`src/rtl/id_ex_stage.sv`:
```
// id_ex_stage: ID/EX pipeline register with load-use hazard bubbling and a saturating bubble counter.
module id_ex_stage #(
  parameter int NB_REG  = 32,
  parameter int NB_ADDR = 5,
  parameter int NB_CTRL = 12,
  parameter int NB_CNT  = 16
) (
  input  logic               i_clk,
  input  logic               i_reset,
  input  logic               i_dunit_clk_en,
  input  logic               i_flush,
  input  logic [NB_ADDR-1:0] i_rs_addr,
  input  logic [NB_ADDR-1:0] i_rt_addr,
  input  logic               i_use_rs,
  input  logic               i_use_rt,
  input  logic [NB_ADDR-1:0] i_wb_addr,
  input  logic [NB_REG-1:0]  i_rs_data,
  input  logic [NB_REG-1:0]  i_rt_data,
  input  logic [NB_REG-1:0]  i_imm,
  input  logic [NB_REG-1:0]  i_pc_plus4,
  input  logic               i_mem_read,
  input  logic               i_reg_write,
  input  logic [NB_CTRL-1:0] i_ctrl,
  output logic [NB_REG-1:0]  o_rs_data,
  output logic [NB_REG-1:0]  o_rt_data,
  output logic [NB_REG-1:0]  o_imm,
  output logic [NB_REG-1:0]  o_pc_plus4,
  output logic [NB_ADDR-1:0] o_rs_addr,
  output logic [NB_ADDR-1:0] o_rt_addr,
  output logic [NB_ADDR-1:0] o_wb_addr,
  output logic               o_mem_read,
  output logic               o_reg_write,
  output logic [NB_CTRL-1:0] o_ctrl,
  output logic               o_valid,
  output logic               o_stall,
  output logic [NB_CNT-1:0]  o_bubble_cnt
);
  logic hz;
  logic bubble;
  // A load in EX whose target is read by the ID instruction; $0 never conflicts.
  assign hz = o_valid & o_mem_read & (o_wb_addr != '0) &
              ((i_use_rs & (i_rs_addr == o_wb_addr)) | (i_use_rt & (i_rt_addr == o_wb_addr)));
  assign bubble  = i_flush | hz;
  assign o_stall = hz & ~i_flush;
  always_ff @(posedge i_clk or posedge i_reset) begin
    if (i_reset) begin
      o_rs_data    <= '0;
      o_rt_data    <= '0;
      o_imm        <= '0;
      o_pc_plus4   <= '0;
      o_rs_addr    <= '0;
      o_rt_addr    <= '0;
      o_wb_addr    <= '0;
      o_mem_read   <= 1'b0;
      o_reg_write  <= 1'b0;
      o_ctrl       <= '0;
      o_valid      <= 1'b0;
      o_bubble_cnt <= '0;
    end else if (i_dunit_clk_en) begin
      o_rs_data    <= bubble ? '0 : i_rs_data;
      o_rt_data    <= bubble ? '0 : i_rt_data;
      o_imm        <= bubble ? '0 : i_imm;
      o_pc_plus4   <= bubble ? '0 : i_pc_plus4;
      o_rs_addr    <= bubble ? '0 : i_rs_addr;
      o_rt_addr    <= bubble ? '0 : i_rt_addr;
      o_wb_addr    <= bubble ? '0 : i_wb_addr;
      o_mem_read   <= bubble ? 1'b0 : i_mem_read;
      o_reg_write  <= bubble ? 1'b0 : i_reg_write;
      o_ctrl       <= bubble ? '0 : i_ctrl;
      o_valid      <= ~bubble;
      o_bubble_cnt <= (bubble & ~&o_bubble_cnt) ? o_bubble_cnt + NB_CNT'(1) : o_bubble_cnt;
    end
  end
endmodule

```
`config.mk`:
```
export PLATFORM = sky130hd
export DESIGN_NAME = id_ex_stage
export DESIGN_NICKNAME = d
export VERILOG_FILES = /design/src/rtl/id_ex_stage.sv
export SDC_FILE = /design/constraint.sdc
export NUM_CORES = 1
export LEC_CHECK = 0
export CAP_MARGIN = 20
export CORE_UTILIZATION = 40
export DETAILED_ROUTE_END_ITERATION = 8
export PLACE_DENSITY = 0.8
export SETUP_SLACK_MARGIN = 0.5
export SLEW_MARGIN = 20
export SYNTH_ARGS = -nofsm -noshare
export SYNTH_HDL_FRONTEND = slang
export SYNTH_SLANG_ARGS = --single-unit
```
`constraint.sdc`:
```
create_clock -name i_clk -period 17.4 [get_ports i_clk]
set_clock_uncertainty 0.1 [all_clocks]
set_input_delay 3.48 -clock i_clk [delete_from_list [all_inputs] [get_ports i_clk]]
set_output_delay 3.48 -clock i_clk [all_outputs]
set_load 0.1 [all_outputs]
```
======== Word level (Yosys, flattened, before mapping) ========
Index checks and enable logic that the tools add are counted.
word-level totals
  flip-flop bits (word level) ............. 174
  bits in latches ......................... 0
  RAM bits ................................ 0
  memory bits (read-only) ................. 0
  output and inout port bits .............. 175
  logic and storage cells ................. 40
  memories kept ........................... 0
operators by class
  $add $sub $neg .......................... 1
  $mul .................................... 0
  divide/modulo/power cells ............... 0
  order comparisons ....................... 0
  equality and inequality tests ........... 2
  shift operators ......................... 0
  multiplexer cells ....................... 10
  bitwise gates (word level) .............. 11
  reduce and logical (&&, ||, !) cells .... 4
operators with widths
  kind                   count
  $mux 32                4
  $add 16x1->16 const B  1
  $reduce_and 16->1      1
  $mux 5                 3
  $mux 12                1
  $eq 5x5->1             2
  $and 1x1->1            7
  $reduce_bool 5->1      1
  $mux 1                 2
  $not 1->1              2
  $or 1x1->1             2
  $reduce_and 2->1       1
  $logic_not 1->1        1

======== Depth between registers and ports, before layout ========
  word-level depth ........................ 7
  gate-level depth with buffers ........... 8
  depth with buffers taken out ............ 6

======== Least setup slack after synthesis ========
No wires, ideal clock.
  path kind ............................... in2out
  start ................................... input port i_rs_addr[1]
  end ..................................... output port o_stall
  arrival ................................. 5.215 ns
  required time ........................... 13.820 ns
  path slack .............................. 8.605 ns
  stages on the path ...................... 5
  buffers on the path ..................... 0
  cells stage by stage .................... xnor2_1 nand4_1 o22ai_1 nand2_1 nor2_1
on the way
  cells in the longest elaborated chain, start to end .. 5
ends and longest elaborated chain
  what                RTL line  source
  start: declaration  12        input logic [NB_ADDR-1:0] i_rs_addr,
  $eq 5x5->1          42        ((i_use_rs & (i_rs_addr == o_wb_addr)) | (i_use_rt & (i_rt_addr == o_wb_addr)));
  $and 1x1->1         42
  $or 1x1->1          42
  $and 1x1->1         41        assign hz = o_valid & o_mem_read & (o_wb_addr != '0) &
  $and 1x1->1         44        assign o_stall = hz & ~i_flush;
  end: declaration    35        output logic o_stall,
No other way between the ends.

======== Final worst setup path ========
  start ................................... input port i_rs_addr[4]
  end ..................................... output port o_stall
Same word-level chain as after synthesis.

==> results.ini <==
[global_route]
top_usage_layer = met2
use_met2_pct = 32.6
grt_antenna_before_repair = 0
met3_usage_pct = 6.26
met1_usage_pct = 24.4
grt_pass1_vias = 6210
groute.usage.overall_pct = 19.9
grt_first_pass_wirelength_mm = 32.1
gr-total-overflow = 0
grt_max_degree = 144

[cells_and_area]
fin_nets = 1246
final_layout_size_suffix_gt1_share_pct = 13.6
fillers = 1629
stdcell_count = 1360
syn2layout_area_growth_pct = 49.6
antennaDiodeCount = 0

[logic_synthesis]
ys_top_cells_by_count = dfrtp_1 (174), nand2_1 (162), inv_1 (160)
ys.flop_type = dfrtp_1
synth.area.mux_share_pct = 0.310
synth_nets = 939
seq_area_frac_synth_pct = 53.9
netlist_instances = 775
synth_top_family_by_area = compound AO/OA/AOI/OAI gates
ys_warn_count = 0
synth-seq-cells = 174
synthesis.area_um2 = 8080
yosys.area.top_type = dfrtp_1
synth-xor-area-share_pct = 2.71
synth-simple-area-share_pct = 11.0
syn_avg_cell_area_um2 = 10.4
async_flop_share_pct = 100
post-synth-top-area-fraction_pct = 53.9
synth_compound_area_share_pct = 20.5
synth.distinct_cells = 29
synth_fa_ha_area_share_pct = 0.155
synth_edf_count = 0
synth.most_common_cell = dfrtp_1
synth_area_leaders = dfrtp_1 (54%), o22ai_2 (15%), nand2_1 (7.5%)

[die]
fp-row-count = 51
die_h_um = 144
dieArea_um2 = 20800
initial_core_util_pct = 41.1
die_width_um = 144
io-pin-count = 338
core-area_um2 = 19700

[timing]
slew_viol_final = 0
hold_viol = 0
worst_hold_slack_ns = 0.402
relSlewSlack_pct = 28.2
finalCriticalPeriod_ns = 9.42
fin_ws_ns = 7.98
clock.fmax_mhz = 106
rsz0062_at_grt = false
period_share_pct = 54.1
setup_viol = 0
worst_pin_slew_ns = 1.08
finalSetupTns_ns = 0

[placed_design]
pre_cts_slack_ns = 8.01
place_inst = 1328
gp_congestion = 0.784
io_buffers = 337
detailed_place_hpwl_mm = 14.6

[power]
p_leak_nw = 5.19
vdd_drop_max_uv = 79.1
powerDensity_nw_per_um2 = 110

[route]
ant_nets = 0
drt_iter0_drc = 218
vias = 6444
avgViaCountPerCell = 4.74
drc = 0
drtPass1Iterations = 4
wire_per_inst_um = 15.6
routed_wl_mm = 21.2

[flow_run]
max_cap_violations = 0

[setup_path]
cp_top_family = buffers and inverters
crit_path_max_fanout = 2
endpoint_kind = primary output
start_kind = primary input
crit_top_cell = clkdlybuf4s50_1
slowest_delay_ns = 1.14
required_ns = 13.82
cp_cell_sequence = clkdlybuf4s50_1, xnor2_1, nand4_1, o22ai_1, nand2_1, nor2_1, clkdlybuf4s50_1
slowest_stage = clkdlybuf4s50_1
cp.arrival_ns = 5.84
cp_num_buf_inv = 2
path_class = in2out

[cts]
clock_latency_ns = 0.42
clock-sinks = 174
cts_buffers = 17
post_cts_buffers = 0
ctsResizeCount = 0
cts_root_buffer = clkbuf_16
cts_max_level = 4
clk_pin_slew_ns = 0.07
ctsHoldBuffers = 0
cts_tree = yes
max-clock-path-buffers = 2

[outcome]
outcome = complete, no violations

[hold_path]
hold_class = reg2reg

-- worst reg2reg max path, cell delays in order (launching register included) --
cell	delay, ns
dfrtp_1	0.47
xnor2_1	0.24
nand4_1	0.12
o22ai_1	0.27
a21o_4	0.61
buf_4	0.75
nor2b_2	0.33
mux2_4	0.31
-- logic make-up after synthesis --
kind of cell               after synthesis
buffers and inverters                  214
muxes                                    2
AOI/OAI and AO/OA                      161
and+or+nand+nor                        198
adders and majority gates                1
xor gates and xnor gates                25
DFF                                    174
-- flip-flops by register name (all words and copies together) (netlist names) --
register and flops:
o_reg_write 1, o_rs_data 32, o_rt_data 32, o_ctrl 12, o_mem_read 1, o_rs_addr 5, o_rt_addr 5, o_wb_addr 5
o_valid 1, o_imm 32, o_bubble_cnt 16, o_pc_plus4 32
-- per-layer routing --
| metal | up-vias | part of all wire [%] |
|---|---|---|
| li1 | 3126 | - |
| met1 | 3070 | 41 |
| met2 | 221 | 48 |
| met3 | 27 | 8.5 |
| met4 | 0 | 2.1 |
| met5 | - | 0 |
-- cells in the final DEF, fill, tap and decap left out, types with 2 or more instances in the layout --
master	n
and3_1	4
and4_1	4
o22ai_1	58
nand3_1	5
buf_4	5
inv_1	159
o22ai_2	100
clkinv_4	5
dfrtp_1	174
and2_1	2
nand4_1	9
xnor2_1	19
nor2_1	2
nor3b_2	4
nand3_4	2
inv_6	5
xor2_1	6
clkbuf_1	2
clkbuf_16	17
nand2_1	162
clkdlybuf4s50_1	336
-- worst paths after layout --
| path | start | end | slack, ns | cells after the start |
|---|---|---|---|---|
| worst max-delay path | i_rs_addr[4] | o_stall | 7.98 | 7 |
| worst min-delay path | o_bubble_cnt[10]$_DFFE_PP0P_ | o_bubble_cnt[10]$_DFFE_PP0P_ | 0.40 | 1 |
| worst max register to register | o_wb_addr[1]$_DFFE_PP0P_ | o_bubble_cnt[1]$_DFFE_PP0P_ | 14.08 | 7 |
| worst min register to register | o_bubble_cnt[10]$_DFFE_PP0P_ | o_bubble_cnt[10]$_DFFE_PP0P_ | 0.40 | 1 |
| max in group asynchronous | i_reset | o_rt_data[4]$_DFFE_PP0P_ | 12.13 | 3 |
| min in group asynchronous | i_reset | o_imm[1]$_DFFE_PP0P_ | 3.54 | 2 |
-- through the flow --
step	total power [mW]	instance area [um^2]	utilization, %
2_1_floorplan	0.827	8080	-
4_1_cts	1.34	12100	61.5
6_report	1.33	12100	61.5
5_1_grt	1.38	12100	61.5
3_3_place_gp	0.957	11500	58.6
3_5_place_dp	0.961	11500	58.6
-- where the power goes --
| part | leakage, nW | internal (mW) | total, mW | switching, mW |
|---|---|---|---|---|
| clock network | 0.278 | 0.205 | 0.373 | 0.168 |
| registers | 2.27 | 0.440 | 0.466 | 0.0261 |
| logic | 2.65 | 0.130 | 0.487 | 0.357 |
| total | 5.19 | 0.776 | 1.33 | 0.551 |
-- layout make-up --
cell class / instances / area (um^2) / share of cell area (%)
Sequential cell: 174 / 4350 / 36.0
Timing Repair Buffer: 342 / 3420 / 28.3
Multi-Input combinational cell: 387 / 2800 / 23.2
Inverter: 160 / 606 / 5.01
Clock buffer: 20 / 447 / 3.70
Tap cell: 265 / 332 / 2.74
Clock inverter: 12 / 128 / 1.06
Note: power is estimated with default switching activity, not from simulation.
